### config.mk
export PLATFORM = sky130hd
export DESIGN_NAME = neo_pattern_sequencer
export DESIGN_NICKNAME = d
export VERILOG_FILES = /design/src/rtl/neo_pkg.sv /design/src/rtl/neo_frame_timer.sv /design/src/rtl/neo_pattern_sequencer.sv
export SDC_FILE = /design/constraint.sdc
export NUM_CORES = 1
export LEC_CHECK = 0
export ABC_AREA = 1
export ABC_CLOCK_PERIOD_IN_PS = 4200
export BUFFER_PORTS_ARGS = -buffer_cell sky130_fd_sc_hd__buf_2
export CORE_MARGIN = 2
export CORE_UTILIZATION = 41
export DETAILED_ROUTE_END_ITERATION = 6
export MAX_ROUTING_LAYER = met4
export SYNTH_ARGS = -nofsm -noshare
export SYNTH_HDL_FRONTEND = slang
export SYNTH_SLANG_ARGS = --single-unit
### constraint.sdc
create_clock -name clock -period 4.2 [get_ports clock]
set_clock_uncertainty 0.05 [all_clocks]
set_input_delay 0.21 -clock clock [delete_from_list [all_inputs] [get_ports clock]]
set_output_delay 0.21 -clock clock [all_outputs]
set_load 0.1 [all_outputs]
### src/rtl/neo_pkg.sv
// ---------------------------------------------------------------------------
// neo_pkg
//   Shared types and colour table for the NeoPixel pattern sequencer.
//   color_t     : colour slot within a pixel (RED, GREEN, BLUE).
//   seq_state_t : sequencer FSM states (LOAD, SEND, WAIT).
//   palette_level(step, colour) : 8-bit intensity of one colour for a
//                 chaser step, taken from the 8-entry RGB palette.
// ---------------------------------------------------------------------------
package neo_pkg;

  typedef enum logic [1:0] {
    RED   = 2'd0,
    GREEN = 2'd1,
    BLUE  = 2'd2
  } color_t;

  typedef enum logic [1:0] {
    LOAD = 2'd0,
    SEND = 2'd1,
    WAIT = 2'd2
  } seq_state_t;

  // Palette stored as packed 24-bit RGB words, one per chaser step.
  function automatic logic [7:0] palette_level(input logic [2:0] step,
                                               input color_t     colour);
    logic [23:0] rgb;
    logic [7:0]  lvl;
    case (step)
      3'd0:    rgb = 24'hFF_00_00;
      3'd1:    rgb = 24'h00_FF_00;
      3'd2:    rgb = 24'h00_00_FF;
      3'd3:    rgb = 24'hFF_FF_00;
      3'd4:    rgb = 24'h00_FF_FF;
      3'd5:    rgb = 24'hFF_00_FF;
      3'd6:    rgb = 24'h40_40_40;
      default: rgb = 24'hFF_40_00;
    endcase
    case (colour)
      RED:     lvl = rgb[23:16];
      GREEN:   lvl = rgb[15:8];
      default: lvl = rgb[7:0];
    endcase
    return lvl;
  endfunction

endpackage

### src/rtl/neo_frame_timer.sv
// ---------------------------------------------------------------------------
// neo_frame_timer
//   Gated up-counter that measures the inter-frame interval.
//   Ports:
//     clock  in  system clock
//     reset  in  asynchronous active-low reset (count -> 0)
//     clear  in  synchronous clear of the count
//     run    in  count advances on cycles where run==1
//     done   out high combinationally when count==FRAME_CYCLES-1 && run
// ---------------------------------------------------------------------------
module neo_frame_timer #(
  parameter int FRAME_CYCLES = 1_500_000
) (
  input  logic clock,
  input  logic reset,
  input  logic clear,
  input  logic run,
  output logic done
);

  // One spare code above FRAME_CYCLES-1 so the terminal increment never wraps.
  localparam int TW = $clog2(FRAME_CYCLES + 1);
  localparam logic [TW-1:0] LAST = TW'(FRAME_CYCLES - 1);

  logic [TW-1:0] count_q, count_d;

  always_comb begin
    count_d = count_q;
    if (clear) begin
      count_d = '0;
    end else if (run) begin
      count_d = count_q + TW'(1);
    end
  end

  always_ff @(posedge clock or negedge reset) begin
    if (!reset) begin
      count_q <= '0;
    end else begin
      count_q <= count_d;
    end
  end

  assign done = run && (count_q == LAST);

endmodule

### src/rtl/neo_pattern_sequencer.sv
// ---------------------------------------------------------------------------
// neo_pattern_sequencer
//   Pattern source for the NeoPixel strand controller. Each frame it loads
//   every colour of every pixel, requests one transmission, waits a frame
//   interval and advances a colour-chaser step.
//   Ports:
//     clock          in   system clock
//     reset          in   asynchronous active-low reset
//     run            in   1 = frame timer advances in WAIT
//     ready_to_load  in   controller accepts load_color this cycle
//     ready_to_send  in   controller accepts send_it this cycle
//     load_color     out  load strobe (pixel_index/color_index/color_level valid)
//     pixel_index    out  pixel being loaded
//     color_index    out  0=red 1=green 2=blue
//     color_level    out  intensity for (pixel_index, color_index)
//     send_it        out  one-cycle transmit request
//     step           out  current chaser step
//   Build option: define NEO_SEQ_TAIL_EN to light the pixel behind the active
//   one at quarter intensity.
// ---------------------------------------------------------------------------
module neo_pattern_sequencer
  import neo_pkg::*;
#(
  parameter int NUM_PIXELS   = 5,
  parameter int NUM_STEPS    = 8,
  parameter int FRAME_CYCLES = 1_500_000
) (
  input  logic       clock,
  input  logic       reset,
  input  logic       run,
  input  logic       ready_to_load,
  input  logic       ready_to_send,
  output logic       load_color,
  output logic [2:0] pixel_index,
  output logic [1:0] color_index,
  output logic [7:0] color_level,
  output logic       send_it,
  output logic [2:0] step
);

  localparam logic [2:0] LAST_PIX  = 3'(NUM_PIXELS - 1);
  localparam logic [2:0] LAST_STEP = 3'(NUM_STEPS - 1);

  seq_state_t state_q, state_d;
  logic [2:0] pix_q, pix_d;
  color_t     col_q, col_d;
  logic [2:0] step_q, step_d;

  logic       timer_clear;
  logic       timer_done;
  logic [2:0] active_pix;
  logic [7:0] pal_lvl;
  logic [7:0] pix_lvl;

  // Timer only counts while waiting; it is cleared on the accepted send.
  neo_frame_timer #(
    .FRAME_CYCLES(FRAME_CYCLES)
  ) u_timer (
    .clock (clock),
    .reset (reset),
    .clear (timer_clear),
    .run   (run && (state_q == WAIT)),
    .done  (timer_done)
  );

  assign active_pix = 3'(32'(step_q) % NUM_PIXELS);
  assign pal_lvl    = palette_level(step_q, col_q);

`ifdef NEO_SEQ_TAIL_EN
  logic [2:0] tail_pix;
  assign tail_pix = (active_pix == 3'd0) ? LAST_PIX : (active_pix - 3'd1);

  // Active pixel is tested first so that with a single pixel it wins.
  always_comb begin
    pix_lvl = 8'd0;
    if (pix_q == active_pix) begin
      pix_lvl = pal_lvl;
    end else if (pix_q == tail_pix) begin
      pix_lvl = pal_lvl >> 2;
    end
  end
`else
  assign pix_lvl = (pix_q == active_pix) ? pal_lvl : 8'd0;
`endif

  always_comb begin
    state_d     = state_q;
    pix_d       = pix_q;
    col_d       = col_q;
    step_d      = step_q;
    timer_clear = 1'b0;
    load_color  = 1'b0;
    send_it     = 1'b0;
    pixel_index = 3'd0;
    color_index = 2'd0;
    color_level = 8'd0;

    case (state_q)
      LOAD: begin
        // Gated by reset so nothing leaks out while reset is held.
        if (reset) begin
          load_color  = ready_to_load;
          pixel_index = pix_q;
          color_index = col_q;
          color_level = pix_lvl;
          if (ready_to_load) begin
            if (col_q == BLUE) begin
              col_d = RED;
              if (pix_q == LAST_PIX) begin
                pix_d   = 3'd0;
                state_d = SEND;
              end else begin
                pix_d = pix_q + 3'd1;
              end
            end else begin
              col_d = color_t'(col_q + 2'd1);
            end
          end
        end
      end
      SEND: begin
        send_it = ready_to_send;
        if (ready_to_send) begin
          timer_clear = 1'b1;
          state_d     = WAIT;
        end
      end
      WAIT: begin
        if (timer_done) begin
          step_d  = (step_q == LAST_STEP) ? 3'd0 : (step_q + 3'd1);
          state_d = LOAD;
        end
      end
      default: state_d = LOAD;
    endcase
  end

  always_ff @(posedge clock or negedge reset) begin
    if (!reset) begin
      state_q <= LOAD;
      pix_q   <= 3'd0;
      col_q   <= RED;
      step_q  <= 3'd0;
    end else begin
      state_q <= state_d;
      pix_q   <= pix_d;
      col_q   <= col_d;
      step_q  <= step_d;
    end
  end

  assign step = reset ? step_q : 3'd0;

endmodule

; Yosys cells after proc, flatten, opt, wreduce, memory -nomap -nowiden
; Cells that the tools add are included.
[op_classes]
reduce_logical = 10
n_shift = 0
add_sub_neg = 4
order_cmp = 0
bitwise = 0
n_eq_ne = 20
n_mul = 0
div_mod_pow = 1
mux = 27
[ops]
columns = op, n
row1 = case mux 24 bit (7 select lines), 1
row2 = 2-to-1 mux 21 bit, 2
row3 = remainder unit 3 x 3 -> 32 bit (second input constant), 1
row4 = 2-to-1 mux 8 bit, 3
row5 = adder 21 x 1 -> 21 bit (second input constant), 1
row6 = equality test 21 bit (second input constant), 1
row7 = 2-to-1 mux 2 bit, 9
row8 = case mux 8 bit (2 select lines), 1
row9 = equality test 3 bit (second input constant), 5
row10 = 2-to-1 mux 3 bit, 5
row11 = != test 2 bit (second input constant), 6
row12 = adder 3 x 1 -> 3 bit (second input constant), 2
row13 = equality test 3 x 2 -> 1 bit (second input constant), 2
row14 = case mux 2 bit (3 select lines), 1
row15 = AND reduction 6 bit, 1
row16 = 2-to-1 mux 1 bit, 5
row17 = equality test 2 x 1 -> 1 bit (second input constant), 2
row18 = equality test 2 bit (second input constant), 2
row19 = zero test 2 bit, 2
row20 = AND reduction 4 bit, 1
row21 = equality test 3 x 1 -> 1 bit (second input constant), 1
row22 = equality test 3 bit, 1
row23 = zero test 3 bit, 1
row24 = AND reduction 3 bit, 1
row25 = 4 further kinds, 5
[word_totals]
ram_bits = 0
inputBits = 5
output_inout_bits = 18
word_cells = 67
latchBits = 0
rom_bits = 0
reg_bits = 31
memories = 0

; Longest topological paths before layout
[depth]
depth_word = 6
depth_mapped = 13
mapped_depth_nobuf = 12

; Modules after synthesis
; Synthesis repeated with hierarchy kept, for this count alone.
[hier_totals]
cells_unflattened = 340
hier_area_um2 = 2306.0
[modules_own_cells]
columns = mod, area_per_inst_um2, instances, seq_area_each_um2, cells_per_inst
row1 = neo_frame_timer, 1342.5, 1, 525.5, 188
row2 = neo_pattern_sequencer, 963.4, 1, 250.2, 152

; Least setup slack after synthesis
; No wires, ideal clock.
[synth_path]
kind = reg-to-output
from = register step_q[0]
to = output port color_level[1]
n_path_buf = 1
arrival_time_ps = 3334
setup_slack_ps = 606
stages_incl_launch_ff = 12
required_ps = 3940
path_cell_list = dfrtp_1 -> inv_1 -> ha_1 -> inv_1 -> ha_1 -> o21bai_1 -> o211ai_1 -> nand2_1 -> inv_1 -> nand3_1 -> nor2_1 -> buf_4
[synth_via]
elab_chain_len = 6
word_cells_on_any_way = 14
cone_classes = div: 1 / eq/ne: 7 / mux: 5 / reduce/logical: 1
[synth_rtl]
columns = item, line_no
row1 = "start, declared", neo_pattern_sequencer.sv:47  ; logic [2:0] step_q, step_d;
row2 = "start signal, assigned", neo_pattern_sequencer.sv:148  ; step_q <= step_d;
row3 = branches (longest 3 deep; another with remainder unit 3 x 3 -> 32 bit), -
row4 = 2-to-1 mux 8 bit (*), neo_pattern_sequencer.sv:83  ; assign pix_lvl = (pix_q == active_pix) ? pal_lvl : 8'd0;
row5 = 2-to-1 mux 8 bit (*), neo_pattern_sequencer.sv:101  ; if (reset) begin
row6 = 2-to-1 mux 8 bit (*), neo_pattern_sequencer.sv:98  ; case (state_q)
row7 = "end, declared", neo_pattern_sequencer.sv:36  ; output logic [7:0] color_level,
; Every way passes the cells marked *.

; Worst setup path in the final report
; Ends and elaborated chain as after synthesis.

==> summary.md <==
| Metric | Value |
|---|---|
| Status | complete, no violations |
| Area of placed instances | between 2000 and 2500 µm² |
| Seq pwr share | 39.3% |
| Share of layout cells above drive strength 1 | 15.9% |
| Slew margin rel. | 66.0% |
| # setup viols final | 0 |
| Final instance area | 2430 µm² |
| DRT Pass-1 Iters | 6 |
| DR iter-0 viols | 96 |
| Antenna violations before repair | 0 |
| Least-Margin Pin Slew | 0.510 ns |
| Wire per inst | about 12 µm |
| Register Area | about 780 µm² |
| Worst path cell trace | inv_1, ha_1, inv_1, ha_1, o21bai_1, o21ai_0, nand2_1, nand2_1, inv_1, nand3_1, nor2_1, buf_2 |
| Setup CP Type | register to output pin |
| CP Launch Point | step_q[0]$_DFFE_PN0P_ |
| Leakage power | about 1.3 nW |
| CTS Sinks | 31 |
| Area contributors post-synth | dfrtp_1 (35%), nand2_1 (14%), nor2_1 (8.1%) |
| FP Rows | 26 |
| H-tree levels | 2 |
| I/O Pins | 23 |
| Net Count, Synth | ~330 |
| Antenna cells | 0 |
| FF+latch count, synth | 31 |
| Post-CTS sizing | 0 |
| Via density | 4.76 |
| Maximum vdd ir drop | 0.322 mV |
| Worst path top cell family by delay | buffers and inverters |
| TritonCTS clock tree | yes |
| Tmin final | 2.85 ns |
| Clk root buf | clkbuf_8 |
| Post-synthesis sequential area ratio | 35.1% |
| End of the critical path | color_level[1] |
| Final GP Congestion | 0.793 |
| Cell accounting for the most synthesized area | dfrtp_1 |
| Worst-path maximum fanout | 7 |
| Total global routing track utilization | 17.4% |
| Fill cell instance count of the final layout | 532 |
| CP Depth | 12 |
| Clock Path Buffers | 2 |
| Unrepaired setup endpoints after global routing | no |
| Area delta synth->final | 10.1% |
| Clk pin slew, worst setup/hold paths | 0.06 ns |
| CTS buffer count | 5 |
| Max Fclk | 351 MHz |
| Post-CTS Setup Repair Bufs | 0 |
| Count of different cell masters after synthesis | 32 |
| Largest net degree at the start of global routing | 36 |
| Die X | 77.5 µm |
| CP bufs+invs | 4 |
| Int Pwr | 0.574 mW |
| Worst R2R Start | state_q[1]$_DFFE_PN0P_ |
| CP Capture Type | output pin |
| Syn. warnings | 0 |
| Fin Setup TNS | 0 ns |
| Clk_lat worst skew | 0.28 ns |
| Die H | 77.5 µm |
| Max-cap check violation count | 0 |
| Syn Area/Cell | just over 7 µm² |
| Cells after synthesis | 312 |
| Initial Util | 42.8% |
| Fin nets | 349 |
| Final Hold Vio Count | 0 |
| IO buf count | 22 |
| Worst Setup Start Kind | register |
| Slowest stage delay, CP | between 0.4 and 0.5 ns |
| Sw frac | 45.3% |
| GR Overflow Total | 0 |
| Hpwl dp | 3530 µm |
| Core area | 5170 µm² |
| Slowest cell on the critical path | buf_2 |
| Multi-input logic area | 1190 µm² |
| Synth top area share | around a third |
| Antenna viol nets, final | 0 |
| Via Count | 1923 |
| First-pass GRT wire length | 8250 µm |
| Worst reg2reg path endpoint | u_timer.count_q[18]$_DFFE_PN0P_ |
| Cell mode on critical path | inv_1 |
| CP required | 3.94 ns |
| Die ar. | about 6000 µm² |
| R2r setup slk | ~2.4 ns |
| Crit share post-route | slightly below 70% |
| DR DRC count | 0 |
| Crit path DAT | 2.59 ns |
| HP Class | input port to register |
| Max Transition Viols Final | 0 |
| Clock power share | 21.4% |
| Cells on worst reg2reg path | 8 |
| Switching pwr | 0.476 mW |
| Final wirelength | 4650 µm |
| Synthesized area | 2210 µm² |
| Pwr dens | between 400 and 500 nW/µm² |
| Vias in the first global route | between 1500 and 2000 |
| Combinational power share | 39.2% |
==> power by group through the flow <==
| stage | logic [mW] | registers (mW) | clock network (mW) |
|---|---|---|---|
| global route | 0.460 | 0.423 | 0.246 |
| floorplan | 0.354 | 0.402 | 0 |
| CTS | 0.416 | 0.413 | 0.231 |
| finish | 0.412 | 0.413 | 0.225 |
| detailed placement | 0.412 | 0.418 | 0 |
| global placement | 0.409 | 0.419 | 0 |
==> cell usage in the layout (no fill, tap or decap) <==
cell type	netlist	layout
nand2_1	80	80
nor2_1	48	48
inv_1	41	41
dfrtp_1	31	31
buf_2	2	22
nand3_1	17	17
a21oi_1	13	13
ha_1	11	11
o21ai_0	10	10
nand4_1	7	7
nand3_2	6	6
nor3_1	6	6
clkbuf_8	0	5
inv_2	4	4
nor2_2	4	4
o21ai_1	4	4
nand2_2	3	3
o21bai_1	2	2
nor3_2	2	2
nor2_8	2	2
clkbuf_1	0	2
nand3b_1	1	1
o211ai_1	1	1
xnor2_1	1	1
xor2_1	1	1
nand2_8	1	1
nor3b_1	1	1
a22o_1	1	1
o21a_1	1	1
o32ai_1	1	1
nand2_4	1	1
or2_2	1	1
clkinv_2	0	1
dlygate4sd3_1	0	1
buf_4	7	1
==> area by class of cell <==
class	count	share of cell area, %
clock inverters	1	0.206
repair buffers	24	5.24
multi-input cells	226	49.0
well taps	70	3.60
clock buffers	7	3.13
flip-flops and latches	31	31.9
inverters	45	6.94
==> timing repair <==
action	4_1_cts	5_1_grt
setup endpoints to repair	0	0
hold buffers	1	0
endpoints found under the hold margin	31	0
==> worst min path at each step <==
stage / startpoint / end / slack (ns) / cells after the start
3_3_place_gp: reset / u_timer.count_q[7]$_DFFE_PN0P_ / 0.22 / 2
4_1_cts: ready_to_send / state_q[0]$_DFFE_PN0P_ / 0.10 / 2
5_1_grt: ready_to_send / state_q[0]$_DFFE_PN0P_ / 0.10 / 2
6_report: ready_to_send / state_q[0]$_DFFE_PN0P_ / 0.1 / 2
2_1_floorplan: reset / col_q[0]$_DFFE_PN0P_ / -0.14 / 0
3_5_place_dp: reset / state_q[0]$_DFFE_PN0P_ / 0.23 / 2
==> state kept, by name, indices dropped and copies added, names as in the netlist <==
signal,flops
col_q,2
pix_q,3
state_q,2
step_q,3
u_timer.count_q,21
==> worst reg2reg max path, stage by stage, from the launching register on <==
cell and delay [ns]:
dfrtp_1 0.43, inv_2 0.09, nand3_2 0.39, nand2_8 0.29, inv_1 0.10, nor2_1 0.14
nand4_1 0.10, nand2_1 0.07, nor2_1 0.05
==> through the flow <==
stage / hold WS, ns / setup slack, ns / power [mW] / utilization [%] / std cells
3_5_place_dp: 0.227 / 1.64 / 0.830 / 45.3 / 395
5_1_grt: 0.104 / 1.12 / 1.13 / 47.1 / 404
3_3_place_gp: 0.222 / 1.76 / 0.828 / 45.3 / 395
6_report: 0.0997 / 1.35 / 1.05 / 47.1 / 404
4_1_cts: 0.101 / 1.33 / 1.06 / 47.1 / 404
2_1_floorplan: -0.136 / 0.606 / 0.757 / - / 312
==> cell families (layout without fill, tap and decap cells) <==
| kind of cell | Yosys count | after routing | share of synthesized area, % |
|---|---|---|---|
| AOI/OAI and AO/OA | 33 | 33 | 8.26 |
| xor gates and xnor gates | 2 | 2 | 0.792 |
| adders and majority gates | 11 | 11 | 6.22 |
| buffers and inverters | 55 | 77 | 11.0 |
| DFF | 31 | 31 | 35.1 |
| and+or+nand+nor | 180 | 180 | 38.7 |
==> layer usage <==
metal | track usage, % | share of wire [%]
met4 | 5.89 | 1.2
met5 | - | 0
met1 | 22.0 | 49
met3 | 2.44 | 2.5
met2 | 28.8 | 47
==> cell usage after synthesis <==
library cell  instances
a21oi_1              13
ha_1                 11
nor3b_1               1
or2_2                 1
buf_2                 2
o21a_1                1
inv_2                 4
nor3_1                6
nor2_2                4
nand2_2               3
nor3_2                2
nand2_1              80
buf_4                 7
dfrtp_1              31
nor2_8                2
nand3b_1              1
nand3_2               6
o211ai_1              1
inv_1                41
o32ai_1               1
nand4_1               7
o21ai_1               4
xor2_1                1
xnor2_1               1
buf_6                 1
nand3_1              17
nand2_4               1
a22o_1                1
nand2_8               1
o21ai_0              10
o21bai_1              2
nor2_1               48
No activity file was read; power rests on OpenSTA's default activity.
